[config.mk]
export PLATFORM = sky130hd
export DESIGN_NAME = wb_regfile_flat
export DESIGN_NICKNAME = d
export VERILOG_FILES = /design/src/rtl/la_pkg.sv /design/src/rtl/wb_regfile_if.sv /design/src/rtl/wb_regfile_gpr_array.sv /design/src/rtl/wb_regfile.sv /design/src/flat_wrapper.sv
export SDC_FILE = /design/constraint.sdc
export NUM_CORES = 2
export LEC_CHECK = 0
export BUFFER_PORTS_ARGS = -buffer_cell sky130_fd_sc_hd__buf_2
export CAP_MARGIN = 5
export CORE_MARGIN = 10
export CORE_UTILIZATION = 45
export DETAILED_ROUTE_END_ITERATION = 6
export SLEW_MARGIN = 20
export SYNTH_ARGS = -nofsm -noshare
export SYNTH_HDL_FRONTEND = slang
export SYNTH_SLANG_ARGS = --single-unit
[constraint.sdc]
create_clock -name clk -period 1.9 [get_ports clk]
set_input_delay 0.095 -clock clk [delete_from_list [all_inputs] [get_ports clk]]
set_output_delay 0.095 -clock clk [all_outputs]
set_load 0.02 [all_outputs]
[src/rtl/la_pkg.sv]
`default_nettype none
// ---------------------------------------------------------------------------
// la_pkg : shared miniLA widths, constants and the MEM/WB write-back bundle
// rev 1.0
// ---------------------------------------------------------------------------
package la_pkg;

  localparam int DATA_W  = 32;
  localparam int ADDR_W  = 5;
  localparam int REG_NUM = 1 << ADDR_W;

  localparam logic [ADDR_W-1:0] REG_ZERO = 5'd0;

  typedef struct packed {
    logic              wb_ena;
    logic [ADDR_W-1:0] wb_reg;
    logic [DATA_W-1:0] wb_value;
    logic              have_inst;
    logic [31:0]       wb_pc;
    logic [31:0]       wb_inst;
  } wb_bundle_t;

endpackage
`default_nettype wire

[src/rtl/wb_regfile_if.sv]
`default_nettype none
// ---------------------------------------------------------------------------
// wb_regfile_if : MEM/WB write-back, ID read ports and commit trace signals
// rev 1.0
// ---------------------------------------------------------------------------
interface wb_regfile_if #(
  parameter int DATA_W = la_pkg::DATA_W,
  parameter int ADDR_W = la_pkg::ADDR_W
);
  logic              wb_ena;
  logic [ADDR_W-1:0] wb_reg;
  logic [DATA_W-1:0] wb_value;
  logic              have_inst;
  logic [31:0]       wb_pc;
  logic [31:0]       wb_inst;
  logic [ADDR_W-1:0] ra1;
  logic [ADDR_W-1:0] ra2;
  logic [DATA_W-1:0] rd1;
  logic [DATA_W-1:0] rd2;
  logic [31:0]       commit_cnt;
  logic              trace_valid;
  logic [31:0]       trace_pc;
  logic [31:0]       trace_inst;
  logic              trace_wen;
  logic [ADDR_W-1:0] trace_reg;
  logic [DATA_W-1:0] trace_value;

  modport master (
    output wb_ena, wb_reg, wb_value, have_inst, wb_pc, wb_inst, ra1, ra2,
    input  rd1, rd2, commit_cnt, trace_valid, trace_pc, trace_inst,
           trace_wen, trace_reg, trace_value
  );

  modport slave (
    input  wb_ena, wb_reg, wb_value, have_inst, wb_pc, wb_inst, ra1, ra2,
    output rd1, rd2, commit_cnt, trace_valid, trace_pc, trace_inst,
           trace_wen, trace_reg, trace_value
  );
endinterface
`default_nettype wire

[src/rtl/wb_regfile_gpr_array.sv]
`default_nettype none
// ---------------------------------------------------------------------------
// gpr_array : general register storage with two raw combinational read ports
// rev 1.0
// ---------------------------------------------------------------------------
module gpr_array #(
  parameter int DATA_W  = la_pkg::DATA_W,
  parameter int ADDR_W  = la_pkg::ADDR_W,
  parameter int REG_NUM = la_pkg::REG_NUM
) (
  input  wire logic              clk,
  input  wire logic              rst_n,
  input  wire logic              we,
  input  wire logic [ADDR_W-1:0] wa,
  input  wire logic [DATA_W-1:0] wd,
  input  wire logic [ADDR_W-1:0] ra1,
  input  wire logic [ADDR_W-1:0] ra2,
  output logic      [DATA_W-1:0] rd1,
  output logic      [DATA_W-1:0] rd2
);

  logic [DATA_W-1:0] r_mem [REG_NUM];

  always_ff @(posedge clk or negedge rst_n) begin
    if (!rst_n) begin
      for (int i = 0; i < REG_NUM; i++) begin
        r_mem[i] <= '0;
      end
    end else if (we) begin
      r_mem[wa] <= wd;
    end
  end

  assign rd1 = r_mem[ra1];
  assign rd2 = r_mem[ra2];

endmodule
`default_nettype wire

[src/rtl/wb_regfile.sv]
`default_nettype none
// ---------------------------------------------------------------------------
// wb_regfile : register file commit stage with write-through bypass, retired
//              instruction counter and registered commit trace. rev 1.0
// ---------------------------------------------------------------------------
module wb_regfile
  import la_pkg::*;
#(
  parameter int DATA_W  = la_pkg::DATA_W,
  parameter int REG_NUM = la_pkg::REG_NUM,
  parameter int ADDR_W  = la_pkg::ADDR_W
) (
  input wire logic   clk,
  input wire logic   rst_n,
  wb_regfile_if.slave bus
);

  wb_bundle_t        w_wb;
  logic              w_we;
  logic [DATA_W-1:0] w_rd1_raw;
  logic [DATA_W-1:0] w_rd2_raw;

  logic [31:0]       r_commit_cnt;
  logic              r_trace_valid;
  logic [31:0]       r_trace_pc;
  logic [31:0]       r_trace_inst;
  logic              r_trace_wen;
  logic [ADDR_W-1:0] r_trace_reg;
  logic [DATA_W-1:0] r_trace_value;

  assign w_wb = '{wb_ena:    bus.wb_ena,
                  wb_reg:    bus.wb_reg,
                  wb_value:  bus.wb_value,
                  have_inst: bus.have_inst,
                  wb_pc:     bus.wb_pc,
                  wb_inst:   bus.wb_inst};

  // A bubble must never write, and r0 stays zero by never being written.
  assign w_we = w_wb.wb_ena & w_wb.have_inst & (w_wb.wb_reg != REG_ZERO);

  gpr_array #(
    .DATA_W  (DATA_W),
    .ADDR_W  (ADDR_W),
    .REG_NUM (REG_NUM)
  ) u_gpr (
    .clk   (clk),
    .rst_n (rst_n),
    .we    (w_we),
    .wa    (w_wb.wb_reg),
    .wd    (w_wb.wb_value),
    .ra1   (bus.ra1),
    .ra2   (bus.ra2),
    .rd1   (w_rd1_raw),
    .rd2   (w_rd2_raw)
  );

  function automatic logic [DATA_W-1:0] port_read(
    input logic [ADDR_W-1:0] ra,
    input logic [DATA_W-1:0] raw,
    input logic              we,
    input logic [ADDR_W-1:0] wa,
    input logic [DATA_W-1:0] wd
  );
    if (ra == REG_ZERO)       return '0;
    else if (we && ra == wa)  return wd;
    else                      return raw;
  endfunction

  assign bus.rd1 = port_read(bus.ra1, w_rd1_raw, w_we, w_wb.wb_reg, w_wb.wb_value);
  assign bus.rd2 = port_read(bus.ra2, w_rd2_raw, w_we, w_wb.wb_reg, w_wb.wb_value);

  always_ff @(posedge clk or negedge rst_n) begin
    if (!rst_n) begin
      r_commit_cnt  <= '0;
      r_trace_valid <= 1'b0;
      r_trace_pc    <= '0;
      r_trace_inst  <= '0;
      r_trace_wen   <= 1'b0;
      r_trace_reg   <= '0;
      r_trace_value <= '0;
    end else begin
      r_trace_valid <= w_wb.have_inst;
      if (w_wb.have_inst) begin
        r_commit_cnt  <= r_commit_cnt + 32'd1;
        r_trace_pc    <= w_wb.wb_pc;
        r_trace_inst  <= w_wb.wb_inst;
        r_trace_wen   <= w_we;
        r_trace_reg   <= w_wb.wb_reg;
        r_trace_value <= w_we ? w_wb.wb_value : '0;
      end
    end
  end

  assign bus.commit_cnt  = r_commit_cnt;
  assign bus.trace_valid = r_trace_valid;
  assign bus.trace_pc    = r_trace_pc;
  assign bus.trace_inst  = r_trace_inst;
  assign bus.trace_wen   = r_trace_wen;
  assign bus.trace_reg   = r_trace_reg;
  assign bus.trace_value = r_trace_value;

endmodule
`default_nettype wire
[src/flat_wrapper.sv]
// flat-port wrapper written by rule: the top's interface ports become plain ports
module wb_regfile_flat import la_pkg::*;
#(
  parameter int DATA_W  = la_pkg::DATA_W,
  parameter int REG_NUM = la_pkg::REG_NUM,
  parameter int ADDR_W  = la_pkg::ADDR_W
)
  (clk, rst_n, bus_wb_ena, bus_wb_reg, bus_wb_value, bus_have_inst, bus_wb_pc, bus_wb_inst, bus_ra1, bus_ra2, bus_rd1, bus_rd2, bus_commit_cnt, bus_trace_valid, bus_trace_pc, bus_trace_inst, bus_trace_wen, bus_trace_reg, bus_trace_value);
  wb_regfile_if #(.DATA_W(DATA_W), .ADDR_W(ADDR_W)) bus_i ();
  input wire logic clk;
  input wire logic rst_n;
  input wire logic [$bits(bus_i.wb_ena)-1:0] bus_wb_ena;
  input wire logic [$bits(bus_i.wb_reg)-1:0] bus_wb_reg;
  input wire logic [$bits(bus_i.wb_value)-1:0] bus_wb_value;
  input wire logic [$bits(bus_i.have_inst)-1:0] bus_have_inst;
  input wire logic [$bits(bus_i.wb_pc)-1:0] bus_wb_pc;
  input wire logic [$bits(bus_i.wb_inst)-1:0] bus_wb_inst;
  input wire logic [$bits(bus_i.ra1)-1:0] bus_ra1;
  input wire logic [$bits(bus_i.ra2)-1:0] bus_ra2;
  output wire logic [$bits(bus_i.rd1)-1:0] bus_rd1;
  output wire logic [$bits(bus_i.rd2)-1:0] bus_rd2;
  output wire logic [$bits(bus_i.commit_cnt)-1:0] bus_commit_cnt;
  output wire logic [$bits(bus_i.trace_valid)-1:0] bus_trace_valid;
  output wire logic [$bits(bus_i.trace_pc)-1:0] bus_trace_pc;
  output wire logic [$bits(bus_i.trace_inst)-1:0] bus_trace_inst;
  output wire logic [$bits(bus_i.trace_wen)-1:0] bus_trace_wen;
  output wire logic [$bits(bus_i.trace_reg)-1:0] bus_trace_reg;
  output wire logic [$bits(bus_i.trace_value)-1:0] bus_trace_value;
  assign bus_i.wb_ena = bus_wb_ena;
  assign bus_i.wb_reg = bus_wb_reg;
  assign bus_i.wb_value = bus_wb_value;
  assign bus_i.have_inst = bus_have_inst;
  assign bus_i.wb_pc = bus_wb_pc;
  assign bus_i.wb_inst = bus_wb_inst;
  assign bus_i.ra1 = bus_ra1;
  assign bus_i.ra2 = bus_ra2;
  assign bus_rd1 = bus_i.rd1;
  assign bus_rd2 = bus_i.rd2;
  assign bus_commit_cnt = bus_i.commit_cnt;
  assign bus_trace_valid = bus_i.trace_valid;
  assign bus_trace_pc = bus_i.trace_pc;
  assign bus_trace_inst = bus_i.trace_inst;
  assign bus_trace_wen = bus_i.trace_wen;
  assign bus_trace_reg = bus_i.trace_reg;
  assign bus_trace_value = bus_i.trace_value;
  wb_regfile #(.DATA_W(DATA_W), .REG_NUM(REG_NUM), .ADDR_W(ADDR_W)) u_core (.clk(clk), .rst_n(rst_n), .bus(bus_i));
endmodule
==> results.ini <==
[synth]
yosysSeqAreaShare=0.4806
ys_seq_elements=1159
synth_top_family_by_area=multiplexers
synth_xor_area_frac=0.005950
synth-main-ff-cell=dfrtp_1
synth_top_area_cell=dfrtp_1
mappedNetlistNets=4406
async_flop_share=1.000
synth_edf_count=0
synthMuxAreaShare=0.4031
syn_area_um2=60350
post_synth_fa_ha_maj_area_fraction=0.0002073
syn_area_per_cell_um2=14.07
syn_inst=4290
ys_warn_count=0
netlist-cell-type-count=52
synth_top_cell_area_share=0.4806
synthSimpleGateAreaFrac=0.01905
ys_top_cells_by_area=dfrtp_1 48%, mux4_2 13%, mux2_2 12%, mux2_1 8.3%, mux2i_1 7.5%
synth_compound_area_frac=0.05689

[sta]
max-slew-margin-rel=0.3292
rsz0062_at_grt=yes
clock_skew_ns=0.01341
period_share=1.591
finalWorstSetupSlack_ns=-1.123
drv_slew=0
worst_pin_slew_ns=1.006
fin_setup_tns_ns=-47.50
timing.fmax_mhz=330.8
setup_viol=64
period_needed_ns=3.023
finalHoldViolations=0

[detailed_routing]
drt_iter0_drc=3930
via_per_inst=6.118
drc_errors=0
first_pass_iters=5
vias=43700
final_antenna_net_count=0
wl_um=217700
wl_per_cell_um=30.48

[setup_path]
max_stage_delay_ns=0.53
crit_chain=mux4_2, mux4_2, a211oi_4, nor2_4, buf_6
crit_cells=5
r2r_slack_ns=0.22
rr_worst_depth=7
crit_path_start_kind=register
cpMaxStageDelayCell=mux4_2
worstPathArrival_ns=2.93
cp_num_buf_inv=1
endpoint_kind=primary output
cp_max_fo=2
crit_type=register to primary output
reg2reg_from=u_core.bus.commit_cnt[0]$_DFFE_PN0P_
required_ns=1.80
regToRegEndpoint=u_core.bus.commit_cnt[31]$_DFFE_PN0P_
timing.critical_path.mode_cell=mux4_2
path_delay_family=multiplexers

[finish]
area_growth_pct=29.51
stdcell_count=7143
final_common_cell=dfrtp_1
drive_gt1_frac=0.4742
top_register=u_core.u_gpr.r_mem
largest_reg_flops=1024
final_nets=5386
final_cell_mix=1159 x dfrtp_1, 684 x buf_4, 624 x mux2_2

[cts]
clk_pin_slew_ns=0.06
clockBufferDepth=3
cts_root_buf=clkbuf_16
cts_tree=yes
cts.htree.levels=4
clock-sinks=1159
cts_buffers=135
clk_latency_ns=0.78

[grt]
globalRouteOverflowTotal=0
grt_pass1_vias=45720
grt_pass1_wl_um=318100
antenna_found_initial=11
track_usage=0.2892
grt_max_degree=120

[floorplanning]
core-area_um2=133300
die_height_um=386.2
die_w_um=386.2
start_util=0.4528
die_area_um2=149200
io-pin-count=314
num_rows=134

[place]
io_buffers=313
dp.cells=6758
hpwl_um=148000
place.gp.congestion=0.8855

[pwr]
max-vdd-ir-drop_mv=0.9117
p_leak_nw=36.73
power_density_nw_per_um2=912.1

[worst_hold_path]
hp-start=bus_wb_value[31]
hold_end=u_core.bus.trace_value[31]$_DFFE_PN0P_
min_path_cells=3
min_path_type=input port to register

[outcome]
outcome=finished, violations left
violations=setup timing

[run]
maxCapViolations=0

-- cell families (layout without fill, tap and decap cells) --
logic type | count (synthesis) | in the layout
AND/OR/NAND/NOR | 247 | 247
XOR/XNOR | 41 | 41
AO/OA/AOI/OAI | 500 | 500
adder cells (fa/ha/maj) | 1 | 1
buffers and inverters | 467 | 1548
other | 0 | 4
multiplexers | 1875 | 1875
flip-flops | 1159 | 1159
-- per-stage QoR --
| step | hold WS [ns] | setup WS (ns) | total power [mW] | cell area [um2] | utilization |
|---|---|---|---|---|---|
| 6_report | 0.07109 | -1.123 | 71.29 | 78160 | 0.5864 |
| 5_1_grt | 0.04989 | -1.130 | 74.01 | 78150 | 0.5863 |
| 4_1_cts | 0.01396 | -1.102 | 71.50 | 77840 | 0.5840 |
| 3_5_place_dp | -0.07593 | -1.048 | 43.73 | 70910 | 0.5320 |
| 3_3_place_gp | -0.07441 | -1.089 | 43.38 | 70910 | 0.5320 |
| 2_1_floorplan | -0.2006 | 0.004840 | 37.45 | 60350 | - |
-- Yosys cell counts (5+ instances only) --
library cell	n
o21ai_1	5
mux2i_1	455
buf_4	10
mux2_1	447
xor2_1	16
nor3_1	7
nand2_1	65
clkbuf_1	228
mux2_2	637
buf_6	7
a211oi_1	31
o22ai_1	21
a22o_1	55
mux4_2	336
buf_2	178
nor2b_1	10
inv_1	5
nor2_1	80
xnor2_1	25
buf_1	36
dfrtp_1	1159
nand3_1	44
a311oi_1	29
a21oi_1	58
nand4_1	10
and4_1	5
a22oi_1	189
and3_1	7
o21ai_0	99
-- where the power goes --
part           leakage, nW  switching [mW]  internal, mW  total, mW
Combinational         19.2            6.67          7.92       14.6
Sequential            15.3            2.14          27.7       29.9
Clock                 2.23            11.0          15.9       26.8
Total                 36.7            19.8          51.5       71.3
-- worst max path at each step --
stage	to	from	slack [ns]
floorplan	bus_rd2[28]	bus_ra2[0]	0.005
global placement	bus_rd2[31]	bus_ra2[0]	-1.09
detailed placement	bus_rd2[31]	bus_ra2[0]	-1.05
CTS	bus_rd2[31]	u_core.u_gpr.r_mem[671]$_DFFE_PN0P_	-1.10
global route	bus_rd2[31]	u_core.u_gpr.r_mem[767]$_DFFE_PN0P_	-1.13
finish	bus_rd2[31]	u_core.u_gpr.r_mem[991]$_DFFE_PN0P_	-1.12
-- cell type report --
cell class	instances	area [um2]
Timing Repair Buffer	1302	11900
Multi-Input combinational cell	2664	30480
Fill cell	10690	55130
Sequential cell	1159	29000
Clock inverter	49	579.3
Inverter	8	32.53
Clock buffer	189	3945
Antenna cell	4	10.01
Tap cell	1768	2212
-- routing by layer --
metal | GRT usage | share of wire | up-vias
met3 | 0.06171 | 0.073 | 486
li1 | - | - | 18290
met1 | 0.3880 | 0.42 | 23170
met5 | 0 | 0.000037 | -
met2 | 0.4570 | 0.47 | 1749
met4 | 0.1162 | 0.044 | 2
-- worst reg2reg max path: stages (launching register included) --
cell	delay, ns
dfrtp_1	0.40
and4_1	0.24
nand4_1	0.15
nor3_1	0.17
buf_4	0.17
nand2_1	0.11
nor3_1	0.20
xor2_1	0.16
-- repair_timing --
| item | 4_1_cts | 5_1_grt |
|---|---|---|
| setup buffers | 24 | 9 |
| pin swaps | 115 | 47 |
| endpoints found under the setup margin | 64 | 96 |
| hold buffers | 128 | 2 |
| gates cloned | 0 | 0 |
| endpoints found under the hold margin | 1725 | 43 |
| resized for setup | 259 | 60 |
Note: power is estimated with default switching activity, not from simulation.
